### src/rtl/dpram_burst_master.sv
// Burst initiator for one port of a 64x8 registered-read dual-port RAM.
// Write bursts stream in on wr_*, read bursts stream out on rd_* through a 4-entry return buffer.
module dpram_burst_master #(
    parameter int DATA_W = 8,
    parameter int ADDR_W = 6
) (
    input  logic              clk,
    input  logic              rst,
    input  logic              cmd_valid,
    output logic              cmd_ready,
    input  logic              cmd_write,
    input  logic [ADDR_W-1:0] cmd_addr,
    input  logic [ADDR_W-1:0] cmd_len,
    input  logic              wr_valid,
    output logic              wr_ready,
    input  logic [DATA_W-1:0] wr_data,
    output logic              rd_valid,
    input  logic              rd_ready,
    output logic [DATA_W-1:0] rd_data,
    output logic              rd_last,
    output logic              busy,
    output logic [ADDR_W-1:0] mem_addr,
    output logic [DATA_W-1:0] mem_data,
    output logic              mem_we,
    input  logic [DATA_W-1:0] mem_q,
    output logic [1:0]        state_dbg
);

    // Every stream (cmd, wr, rd) transfers on a clock edge where valid && ready;
    // valid never depends on ready, and ready may depend only on state.
    typedef enum logic [1:0] {
        IDLE  = 2'd0,
        WRITE = 2'd1,
        READ  = 2'd2,
        DRAIN = 2'd3
    } state_t;

    state_t state, state_nxt;

    logic [ADDR_W-1:0] cur_addr;
    logic [ADDR_W:0]   beats;
    logic              iss_d1, iss_d2, last_d1, last_d2;
    logic [DATA_W-1:0] fifo_data [4];
    logic              fifo_last [4];
    logic [1:0]        wr_ptr, rd_ptr;
    logic [2:0]        fifo_count;

    logic       fifo_empty, cmd_fire, wr_fire, pop, push, issue, last_beat;
    logic [1:0] inflight;
    logic [2:0] occupancy;

    assign fifo_empty = (fifo_count == 3'd0);
    assign rd_valid   = !fifo_empty;
    assign rd_data    = fifo_empty ? '0 : fifo_data[rd_ptr];
    assign rd_last    = !fifo_empty && fifo_last[rd_ptr];

    assign cmd_ready = (state == IDLE);
    assign wr_ready  = (state == WRITE);
    assign busy      = (state != IDLE) || mem_we;
    assign state_dbg = state;

    assign cmd_fire  = cmd_valid && cmd_ready;
    assign wr_fire   = wr_valid && wr_ready;
    assign pop       = rd_valid && rd_ready;
    assign push      = iss_d2;
    assign last_beat = (beats == {{ADDR_W{1'b0}}, 1'b1});

    // Reads in the RAM pipeline count against buffer space so a stalled
    // consumer can never overflow the 4-entry return buffer.
    assign inflight  = {1'b0, iss_d1} + {1'b0, iss_d2};
    assign occupancy = fifo_count + {1'b0, inflight};
    assign issue     = (state == READ) && (occupancy < 3'd4);

    always_ff @(posedge clk) begin
        if (rst) state <= IDLE;
        else     state <= state_nxt;
    end

    always_comb begin
        state_nxt = state;
        case (state)
            IDLE:  if (cmd_fire) state_nxt = cmd_write ? WRITE : READ;
            WRITE: if (wr_fire && last_beat) state_nxt = IDLE;
            READ:  if (issue && last_beat) state_nxt = DRAIN;
            DRAIN: if (pop && rd_last && inflight == 2'd0) state_nxt = IDLE;
            default: state_nxt = IDLE;
        endcase
    end

    always_ff @(posedge clk) begin
        if (rst) begin
            cur_addr   <= '0;
            beats      <= '0;
            mem_we     <= 1'b0;
            mem_addr   <= '0;
            mem_data   <= '0;
            iss_d1     <= 1'b0;
            iss_d2     <= 1'b0;
            last_d1    <= 1'b0;
            last_d2    <= 1'b0;
            wr_ptr     <= '0;
            rd_ptr     <= '0;
            fifo_count <= '0;
            for (int i = 0; i < 4; i++) begin
                fifo_data[i] <= '0;
                fifo_last[i] <= 1'b0;
            end
        end else begin
            mem_we <= 1'b0;
            if (cmd_fire) begin
                cur_addr <= cmd_addr;
                beats    <= {1'b0, cmd_len} + {{ADDR_W{1'b0}}, 1'b1};
            end
            if (wr_fire) begin
                mem_we   <= 1'b1;
                mem_addr <= cur_addr;
                mem_data <= wr_data;
                cur_addr <= cur_addr + 1'b1;
                beats    <= beats - 1'b1;
            end
            if (issue) begin
                mem_addr <= cur_addr;
                cur_addr <= cur_addr + 1'b1;
                beats    <= beats - 1'b1;
            end
            // Two-stage tag pipe matches mem_addr register plus RAM read register.
            iss_d1  <= issue;
            last_d1 <= issue && last_beat;
            iss_d2  <= iss_d1;
            last_d2 <= last_d1;
            if (push) begin
                fifo_data[wr_ptr] <= mem_q;
                fifo_last[wr_ptr] <= last_d2;
                wr_ptr            <= wr_ptr + 1'b1;
            end
            if (pop) rd_ptr <= rd_ptr + 1'b1;
            case ({push, pop})
                2'b10:   fifo_count <= fifo_count + 1'b1;
                2'b01:   fifo_count <= fifo_count - 1'b1;
                default: fifo_count <= fifo_count;
            endcase
        end
    end

endmodule

### config.mk
export PLATFORM = sky130hd
export DESIGN_NAME = dpram_burst_master
export DESIGN_NICKNAME = d
export VERILOG_FILES = /design/src/rtl/dpram_burst_master.sv
export SDC_FILE = /design/constraint.sdc
export NUM_CORES = 1
export LEC_CHECK = 0
export ABC_CLOCK_PERIOD_IN_PS = 2400
export BUFFER_PORTS_ARGS = -buffer_cell sky130_fd_sc_hd__clkbuf_2
export CAP_MARGIN = 20
export CORE_MARGIN = 2
export CORE_UTILIZATION = 40
export CTS_BUF_LIST = sky130_fd_sc_hd__clkbuf_4
export DETAILED_ROUTE_END_ITERATION = 10
export PLACE_DENSITY = 0.62
export SETUP_SLACK_MARGIN = 0.4
export SLEW_MARGIN = 20
export SYNTH_ARGS = -nofsm -noshare
export SYNTH_HDL_FRONTEND = slang
export SYNTH_SLANG_ARGS = --single-unit
### constraint.sdc
create_clock -name clk -period 2.4 [get_ports clk]
set_input_delay 0.12 -clock clk [delete_from_list [all_inputs] [get_ports clk]]
set_output_delay 0.12 -clock clk [all_outputs]
set_load 0.05 [all_outputs]
==> metrics, run 1 <==
Yosys top cell area share=0.2957; total grt overflow=0; Reg clk slew, reported paths=120 ps; CTS tree=built; routed wire length=roughly 7.9 mm; P per Cell Area=747.5 mW/mm^2; WHS Path Cells=4; Max Freq=493.8 MHz; Num CTS Buffers=9; status=finished, final reports clean; synth warn=0; Critical R2R Launch=iss_d2$_SDFF_PP0_; post-layout util=0.5338; origin of the worst setup path=iss_d2$_SDFF_PP0_; first-pass detailed-route iteration total=4; CP Max Fanout=7; crit start category=flop; Tightest Pin Transition=764.5 ps; R2R depth=7; RR Endpoint=beats[2]$_SDFFE_PP0P_; Crit Path Class=flop to flop; Post-synth EDFFs=36; Final Max Tran Viols=0; Final Cycle Share=0.8437; Core ar.=about 0.0088 sq mm; vias in the first global route=2716; Peak VDD IR=353.4 uV; Synth-to-Final Area Change=28.58%; Worst Setup End Kind=flop; Mean Syn Cell Area=between 10 and 15 sq um; maximum root-to-sink buffer count=2; leakage power=around 2.0 nW; Final ANT Viol Nets=0; FP Rows=34; Post-Synthesis Cells=348; largest net degree at the start of global routing=between 40 and 50; FF+latch count, synth=79; IO Pins=64; Placed Instances=approximately 510; fill count=802; Ant. Diodes=0; initial core utilization=0.4152; clock sinks=79; Final Worst Setup Slack=between 300 and 400 ps; Synth area leaders=edfxtp_1, dfxtp_1, mux4_2; Cell Int Power=roughly 2.4 mW; Max-slew headroom=0.4884; die height=99.61 um; H-tree depth=3; fin crit period=roughly 2000 ps; first-pass GRT wire length=roughly 13 mm; setup TNS=0 ps; Sw Share=0.3039; most common cell in the netlist=nor2_1; Yosys top cell by area=edfxtp_1; DP HPWL=about 5.2 mm; DIE AREA=0.009921 sq mm; Via density=5.047; Hold Path End=beats[4]$_SDFFE_PP0P_; hold path start=cmd_len[4]; die width=99.61 um; part of the power in registers=0.453; number of port buffers=between 60 and 70; fin nets=488; Worst Clk Skew=13.71 ps; Global Route Usage Sum=0.1634; initial antenna violation count=0; total power=approximately 3.5 mW; clock root cell=clkbuf_4; mapped cell area=0.003656 sq mm; hold violation total from the final report=0; Required @ worst endpoint=between 2000 and 3000 ps; Critical Path AT=between 2000 and 2500 ps; Syn Nets=391; post-synthesis sequential area ratio=0.5311; Setup-failing EPs final=0; RSZ-0062 raised after global routing=yes; GPL Wtd Cong=a little over 0.8; Post-route DRC=0; Post-Place Setup Slack=231.4 ps; max-cap viol count=0; r2r setup slk=380 ps; DRT iter0 DRCs=between 60 and 70; Post-Layout Cell Count=between 500 and 600; main flop type after synthesis=dfxtp_1; Vias=around 2800; routed len/inst=14.15 um; Distinct cells, synth=46; Skew-Pair Late Insertion Delay=420 ps; Psw=1.068 mW; synth cell count leaders=nor2_1, dfxtp_1, edfxtp_1; share of layout cells above drive strength 1=0.2933; combinational power share=0.259; HP Class=input port to flop; ys async rst share=0; Clock power frac=0.288
==> through the flow <==
step,hold WS [ps],area [sq um]
finish,44.84,4701
floorplan,263.9,3680
global route,30.07,4701
detailed placement,362.0,4076
global placement,353.1,4076
CTS,14.65,4644
==> logic make-up after synthesis <==
group	count (synthesis)	synth area share
XOR/XNOR	13	0.03114
adder cells (fa/ha/maj)	9	0.03286
AND/OR/NAND/NOR	141	0.1927
buffers and inverters	39	0.04825
flip-flops	79	0.5311
AO/OA/AOI/OAI	49	0.08282
multiplexers	18	0.08111
==> per-layer routing <==
layer,vias to the layer above,wire (um),GRT usage
li1,1404,-,-
met1,1327,3344,0.1932
met5,-,0,0
met3,15,315,0.04146
met4,0,123,0.05269
met2,70,4113,0.2905
==> repair_timing <==
item | in CTS | in global routing
buffers inserted | 6 | 4
hold endpoints to repair | 30 | 0
endpoints found under the setup margin | 23 | 27
gates cloned | 0 | 1
hold buffers | 25 | 0
resized for setup | 20 | 20
pin swaps | 2 | 5
==> flip-flops by register name (all words and copies together), names as in the netlist, named ones only <==
register,flops
iss_d1,1
mem_data,8
wr_ptr,2
iss_d2,1
rd_ptr,2
mem_we,1
beats,7
fifo_data,32
cur_addr,6
last_d2,1
fifo_last,4
state_dbg,2
fifo_count,3
mem_addr,6
last_d1,1
==> how the worst max path moves through the flow <==
stage	end	cells past startpoint	slack, ps
finish	beats[2]$_SDFFE_PP0P_	7	380
global route	beats[2]$_SDFFE_PP0P_	7	300
CTS	beats[4]$_SDFFE_PP0P_	7	400
detailed placement	beats[2]$_SDFFE_PP0P_	7	230
global placement	beats[2]$_SDFFE_PP0P_	7	260
floorplan	beats[2]$_SDFFE_PP0P_	8	380
==> power by group through the flow <==
| stage | Sequential [mW] | Clock (mW) | Combinational [mW] |
|---|---|---|---|
| after global routing | 1.61 | 1.10 | 0.990 |
| after global placement | 1.62 | 0 | 0.766 |
| final | 1.59 | 1.01 | 0.911 |
| after CTS | 1.59 | 1.04 | 0.879 |
| after detailed placement | 1.62 | 0 | 0.776 |
| after floorplan | 1.63 | 0 | 0.583 |
==> cell type report <==
cell class                 count  area [sq um]  area share
sequential                    79          1961      0.4171
multi-input combinational    231          1600      0.3404
timing repair buffer         105         744.5      0.1584
tap                          108         135.1     0.02875
clock inverter                 5         106.4     0.02262
clock buffer                  11         82.58     0.01757
inverter                      19         71.32     0.01517
==> cells in the final DEF, fill, tap and decap left out, types with 4 or more instances in the layout <==
| cell | count |
|---|---|
| dfxtp_1 | 34 |
| dfxtp_2 | 6 |
| buf_4 | 18 |
| a21oi_1 | 23 |
| ha_1 | 6 |
| clkbuf_2 | 55 |
| and2_1 | 19 |
| or3_1 | 8 |
| nand2b_1 | 4 |
| edfxtp_1 | 36 |
| nor2_1 | 45 |
| xnor2_1 | 6 |
| xor2_1 | 7 |
| clkbuf_4 | 12 |
| mux4_2 | 9 |
| inv_1 | 18 |
| nand2_1 | 30 |
| nor3_1 | 5 |
| mux2i_1 | 8 |
| nand3_1 | 7 |
| dlygate4sd3_1 | 25 |
==> worst max-delay path, stage by stage, from the launching register on <==
cell	delay [ps]
dfxtp_4	390
ha_4	150
ha_1	260
and3_4	200
mux2i_4	340
and3_4	290
nor2_2	40
o221a_2	250
(Power assumes the default switching activity.)
==> run 2, diff against run 1 <==
--- a/config.mk
+++ b/config.mk
@@ -5,14 +5,15 @@
 export SDC_FILE = /design/constraint.sdc
 export NUM_CORES = 1
 export LEC_CHECK = 0
-export ABC_CLOCK_PERIOD_IN_PS = 2400
+export ABC_AREA = 1
+export ABC_CLOCK_PERIOD_IN_PS = 1700
 export BUFFER_PORTS_ARGS = -buffer_cell sky130_fd_sc_hd__clkbuf_2
 export CAP_MARGIN = 20
 export CORE_MARGIN = 2
 export CORE_UTILIZATION = 40
 export CTS_BUF_LIST = sky130_fd_sc_hd__clkbuf_4
 export DETAILED_ROUTE_END_ITERATION = 10
-export PLACE_DENSITY = 0.62
+export PLACE_DENSITY = 0.64
 export SETUP_SLACK_MARGIN = 0.4
 export SLEW_MARGIN = 20
 export SYNTH_ARGS = -nofsm -noshare
==> constraint.sdc (replaced) <==
create_clock -name clk -period 1.7 [get_ports clk]
set_input_delay 0.085 -clock clk [delete_from_list [all_inputs] [get_ports clk]]
set_output_delay 0.085 -clock clk [all_outputs]
set_load 0.05 [all_outputs]
==> metrics, run 2 <==
hold violation total from the final report=0; Adder-Cell Fraction of Synth Area=0.03127; first-pass detailed-route iteration total=4; status=complete, but fails checks; first-pass GRT wire length=16.06 mm; clock sinks=79; P per Cell Area=between 1000 and 1500 mW/mm^2; Largest register FFs=32; crit start category=flop; Post-route DRC=0; GPL Wtd Cong=0.8015; synth warn=0; multiplexer share of the synthesized area=0; Most flops, register=fifo_data; DIE AREA=0.01040 sq mm; Via density=4.844; part of the power in registers=0.345; CP peak stage delay=380 ps; failing checks=negative setup slack; Required @ worst endpoint=2020 ps; routed wire length=between 10 and 15 mm; RR Endpoint=cur_addr[2]$_SDFFE_PP0P_; Cell Int Power=4.148 mW; Crit-path slowest cell=dfxtp_4; Final Worst Setup Slack=-60.57 ps; fin area=roughly 0.0059 sq mm; max-cap viol count=0; Sw Share=0.4362; vias in the first global route=3452; Max Freq=568.0 MHz; largest family of logic cells by synthesized area=simple AND/OR/NAND/NOR gates; Mean Syn Cell Area=7.986 sq um; R2R depth=12; most used cell, CP=nand2_4; RSZ-0062 raised after global routing=yes; setup TNS=-77.78 ps; FF+latch count, synth=79; DRT iter0 DRCs=between 100 and 150; Critical R2R Launch=iss_d2$_SDFF_PP0_; Worst Setup End Kind=flop; WHS Path Cells=3; Synth-to-Final Area Change=53.49%; FP Rows=35; DP HPWL=6.219 mm; Post-Place Setup Slack=-23.53 ps; area post-placement=0.004493 sq mm; Distinct cells, synth=32; maximum root-to-sink buffer count=2; Buffers & Inverters on Critical Path=2; die height=102.0 um; top cell family by delay on the critical path=simple AND/OR/NAND/NOR gates; combinational power share=0.493; mapped cell area=about 0.0038 sq mm; number of port buffers=63; Critical Path AT=around 2100 ps; share of layout cells above drive strength 1=0.4553; initial antenna violation count=0; Final Cycle Share=1.036; Vias=between 3000 and 4000; Placed Instances=677; Num CTS Buffers=9; Post-synth EDFFs=36; Clock power frac=0.161; Global Route Usage Sum=0.1972; main flop type after synthesis=dfxtp_1; die width=102.0 um; Setup-failing EPs final=3; synth cell count leaders=nor2_1, nand2_1, inv_1; HP Class=input port to flop; clock root cell=clkbuf_4; most common cell in the netlist=nor2_1; Final Max Tran Viols=0; Final ANT Viol Nets=0; Psw=3.209 mW; fin crit period=1761 ps; Synth area leaders=edfxtp_1, dfxtp_1, nor2_1; Reg clk slew, reported paths=140 ps; Largest regs=fifo_data: 32 flops, mem_data: 8 flops, beats: 7 flops; Skew-Pair Late Insertion Delay=430 ps; post-synthesis compound-gate area fraction=0.09837; Tightest Pin Transition=660.3 ps; total grt overflow=0; ys async rst share=0; Post-Synth XOR/XNOR Area=0.02736; leakage power=about 2.5 nW; area share of and/or/nand/nor cells after synthesis=0.2443; Peak VDD IR=856.3 uV; Yosys top cell area share=0.2814; Hold Path End=fifo_data[0][1]$_SDFFCE_PN0P_; commonest cells after routing, fill and taps aside=nor2_1, clkbuf_2, nand2_1; commonest non-fill, non-tap cell in the layout=nor2_1; largest net degree at the start of global routing=23; CP Max Fanout=6; Core ar.=0.009284 sq mm; Crit Path Class=flop to flop; hold path start=mem_q[1]; critical path cell sequence=ha_4, ha_4, nand3_4, nand2_4, nand2_4, nand3_4, buf_12, nand2_8, nand2_4, nand3_2, nand2_1, inv_1; Post-Layout Cell Count=around 740; Max-slew headroom=0.5593; initial core utilization=0.4137; H-tree depth=3; routed len/inst=approximately 14 um; Post-Synthesis Cells=roughly 480; CTS tree=built; Syn Nets=524; IO Pins=64; r2r setup slk=-60 ps; Ant. Diodes=0; Yosys top cell by area=edfxtp_1; post-synthesis sequential area ratio=0.5055; fill count=about 740; Worst Clk Skew=just over 20 ps; fin nets=653
-- run 2: changes by cell type after synthesis, sizes merged, moves of 9 or more --
cell / change
mux2i: -9
mux4: -9
o21ai: +39
nand2: +37
nand3: +24
inv: +48
and2: -20
nor2: +68
-- run 2: worst max-delay path by stage --
| stage | startpoint | end | slack [ps] | cells past startpoint |
|---|---|---|---|---|
| global placement | iss_d2$_SDFF_PP0_ | beats[5]$_SDFFE_PP0P_ | 30 | 11 |
| detailed placement | iss_d2$_SDFF_PP0_ | cur_addr[2]$_SDFFE_PP0P_ | -20 | 11 |
| finish | iss_d2$_SDFF_PP0_ | cur_addr[2]$_SDFFE_PP0P_ | -60 | 12 |
| CTS | flop | rd_data[7] | 30 | 6 |
| global route | iss_d2$_SDFF_PP0_ | cur_addr[2]$_SDFFE_PP0P_ | -120 | 12 |
| floorplan | fifo_count[0]$_SDFFE_PP0P_ | fifo_count[1]$_SDFFE_PP0P_ | 10 | 10 |
-- run 2: cell families (layout without fill, tap and decap cells) --
| logic type | Yosys count | in the layout |
|---|---|---|
| simple gates | 221 | 224 |
| buf+inv | 85 | 216 |
| flops | 79 | 79 |
| compound gates | 75 | 75 |
| xor+xnor | 12 | 12 |
| fa+ha+maj | 9 | 9 |
-- run 2: per-layer routing --
metal	vias to the layer above	GRT usage	routed length [um]
met5	-	0	0
met4	0	0.05949	180
met3	20	0.04651	413
met2	95	0.3573	5543
met1	1684	0.2315	4326
li1	1805	-	-
-- run 2: power by group through the flow --
stage | logic [mW] | clock network (mW) | registers, mW
floorplan | 1.65 | 0 | 2.82
detailed placement | 2.47 | 0 | 2.54
global placement | 2.44 | 0 | 2.54
global route | 3.89 | 1.28 | 2.57
CTS | 3.21 | 1.20 | 2.52
finish | 3.63 | 1.19 | 2.54
-- run 2: area by class of cell --
cell class,count,area (sq um),area share
tap,129,161.4,0.02738
clock inverter,7,78.83,0.01337
timing repair buffer,128,1141,0.1935
clock buffer,9,67.56,0.01146
multi-input combinational,320,2162,0.3667
inverter,72,317.8,0.05390
sequential,79,1967,0.3336
-- run 2: worst reg2reg max path: cells and delay by family, from the launching register on --
kind	cells	cell delay, ps
buf+inv	2	200
flops	1	380
fa+ha+maj	2	430
simple gates	8	670
-- run 2: repair_timing --
item	CTS	global route
setup buffers	15	9
hold endpoints to repair	24	0
hold buffers	19	0
gates resized for setup	128	109
endpoints found under the setup margin	87	90
gates cloned	4	4
pin swaps	24	40
-- run 2: through the flow --
step	hold slack, ps	power [mW]	util
after floorplan	154.1	4.463	-
after global placement	312.7	4.975	0.4840
after detailed placement	319.1	5.012	0.4840
after CTS	4.824	6.930	0.5888
after global routing	18.90	7.749	0.6350
final	28.78	7.357	0.6350
==> run 3, diff against run 2 <==
--- a/config.mk
+++ b/config.mk
@@ -6,12 +6,13 @@
 export NUM_CORES = 1
 export LEC_CHECK = 0
 export ABC_AREA = 1
-export ABC_CLOCK_PERIOD_IN_PS = 1700
+export ABC_CLOCK_PERIOD_IN_PS = 1550
 export BUFFER_PORTS_ARGS = -buffer_cell sky130_fd_sc_hd__clkbuf_2
 export CAP_MARGIN = 20
 export CORE_MARGIN = 2
 export CORE_UTILIZATION = 40
 export CTS_BUF_LIST = sky130_fd_sc_hd__clkbuf_4
+export CTS_CLUSTER_DIAMETER = 40
 export DETAILED_ROUTE_END_ITERATION = 10
 export PLACE_DENSITY = 0.64
 export SETUP_SLACK_MARGIN = 0.4
==> constraint.sdc (replaced) <==
create_clock -name clk -period 1.55 [get_ports clk]
set_input_delay 0.0775 -clock clk [delete_from_list [all_inputs] [get_ports clk]]
set_output_delay 0.0775 -clock clk [all_outputs]
set_load 0.05 [all_outputs]
==> metrics, run 3 (synthesis results as in run 2) <==
status=complete, but fails checks; failing checks=negative setup slack; vias in the first global route=3828; GPL Wtd Cong=0.8508; initial antenna violation count=0; max-cap viol count=0; Max Freq=556.1 MHz; fin crit period=1798 ps; hold violation total from the final report=0; share of layout cells above drive strength 1=0.5272; largest net degree at the start of global routing=23; combinational power share=0.511; clock sinks=79; Max-slew headroom=0.7041; maximum root-to-sink buffer count=2; routed len/inst=about 17 um; Final ANT Viol Nets=0; DIE AREA=approximately 0.010 sq mm; Worst Clk Skew=42.17 ps; Peak VDD IR=965.7 uV; Synth-to-Final Area Change=71.79%; CTS tree=built; HP Class=input port to flop; DP HPWL=6.313 mm; first-pass detailed-route iteration total=4; Most flops, register=fifo_data; P per Cell Area=1313 mW/mm^2; routed wire length=13.18 mm; fin nets=681; die width=102.0 um; Sw Share=0.4415; fill count=about 630; Global Route Usage Sum=0.2277; Largest register FFs=32; flip-flop and latch area=0.001972 sq mm; commonest cells after routing, fill and taps aside=nor2_1, inv_1, nand2_1; Post-route DRC=0; DRT iter0 DRCs=around 160; Final Worst Setup Slack=-248.2 ps; Required @ worst endpoint=1470 ps; Reg clk slew, reported paths=roughly 150 ps; Max Used Layer=met4; Core ar.=0.009284 sq mm; Crit Path Class=flop to output port; Via density=5.102; first-pass GRT wire length=18.36 mm; Vias=3939; Largest regs=fifo_data: 32 flops, mem_data: 8 flops, beats: 7 flops; Setup-failing EPs final=35; total grt overflow=0; total power=8.667 mW; die height=a little over 100 um; FP Rows=35; met2 routed WL=7.178 mm; M1 WL=between 4 and 5 mm; commonest non-fill, non-tap cell in the layout=nor2_1; part of the power in registers=0.324; RSZ-0062 raised after global routing=yes; H-tree depth=3; Placed Instances=691; Detail Route met3 WL=615 um; setup TNS=-5513 ps; Clock power frac=0.165; leakage power=2.733 nW; number of port buffers=63; IO Pins=64; Final Cycle Share=1.160; Ant. Diodes=0; Num CTS Buffers=9; Post-Layout Cell Count=772; Critical Path AT=between 1500 and 2000 ps; Worst Setup End Kind=output port; crit start category=flop; CP Max Fanout=4; Tightest Pin Transition=~440 ps; multi-input logic area=0.002405 sq mm; clock root cell=clkbuf_4; Skew-Pair Late Insertion Delay=approximately 490 ps; initial core utilization=0.4137; Final Max Tran Viols=0; Cell Int Power=4.841 mW; Psw=approximately 3.8 mW
## run 3: layout make-up
type                       count  area share
clock buffer                   9     0.01024
clock inverter                 7     0.01289
tap                          129     0.02446
sequential                    79      0.2988
inverter                      72     0.05195
multi-input combinational    322      0.3644
timing repair buffer         154      0.2372
## run 3: path summary, 6_finish.rpt
check,endpoint,cells after the start,slack [ps],from
worst max register to register,fifo_count[2]$_SDFFE_PP0P_,11,-210,fifo_count[0]$_SDFFE_PP0P_
worst max-delay path,rd_data[5],7,-250,flop
worst min-delay path,state_dbg[1]$_SDFFE_PP0P_,5,30,wr_valid
worst min register to register,last_d2$_SDFF_PP0_,2,410,last_d1$_SDFF_PP0_
## run 3: through the flow
| stage | instance area, sq um | setup WS [ps] | util | hold slack, ps |
|---|---|---|---|---|
| 3_5_place_dp | 4621 | -222.4 | 0.4977 | 305.6 |
| 6_report | 6599 | -248.2 | 0.7108 | 31.94 |
| 4_1_cts | 5983 | -146.5 | 0.6445 | 9.610 |
| 3_3_place_gp | 4621 | -168.7 | 0.4977 | 303.9 |
| 2_1_floorplan | 3985 | -137.6 | - | 146.6 |
| 5_1_grt | 6599 | -306.1 | 0.7108 | 56.00 |
## run 3: critical path, stage by stage, from the launching register on
cell and delay [ps]:
dfxtp_4 440, buf_6 110, buf_6 120, nor2_4 30, nor2_2 100, o21ai_2 70, a21oi_2 200, buf_8 170
## run 3: routing by layer
| metal | GRT usage | up-vias |
|---|---|---|
| met5 | 0 | - |
| met4 | 0.08308 | 0 |
| met3 | 0.03420 | 36 |
| met2 | 0.4256 | 117 |
| met1 | 0.2625 | 1916 |
| li1 | - | 1870 |
## run 3: power groups by stage
stage	clock network, mW	registers [mW]	logic, mW
6_report	1.43	2.81	4.43
5_1_grt	1.50	2.84	4.72
4_1_cts	1.39	2.76	3.82
3_5_place_dp	0	2.79	2.80
3_3_place_gp	0	2.78	2.77
2_1_floorplan	0	3.10	1.82
## run 3: timing repair
item / 4_1_cts / 5_1_grt
setup endpoints to repair: 124 / 125
hold buffers: 24 / 0
pin swaps: 32 / 49
gates resized for setup: 201 / 142
endpoints found under the hold margin: 30 / 0
cloned: 8 / 5
buffers inserted: 19 / 9
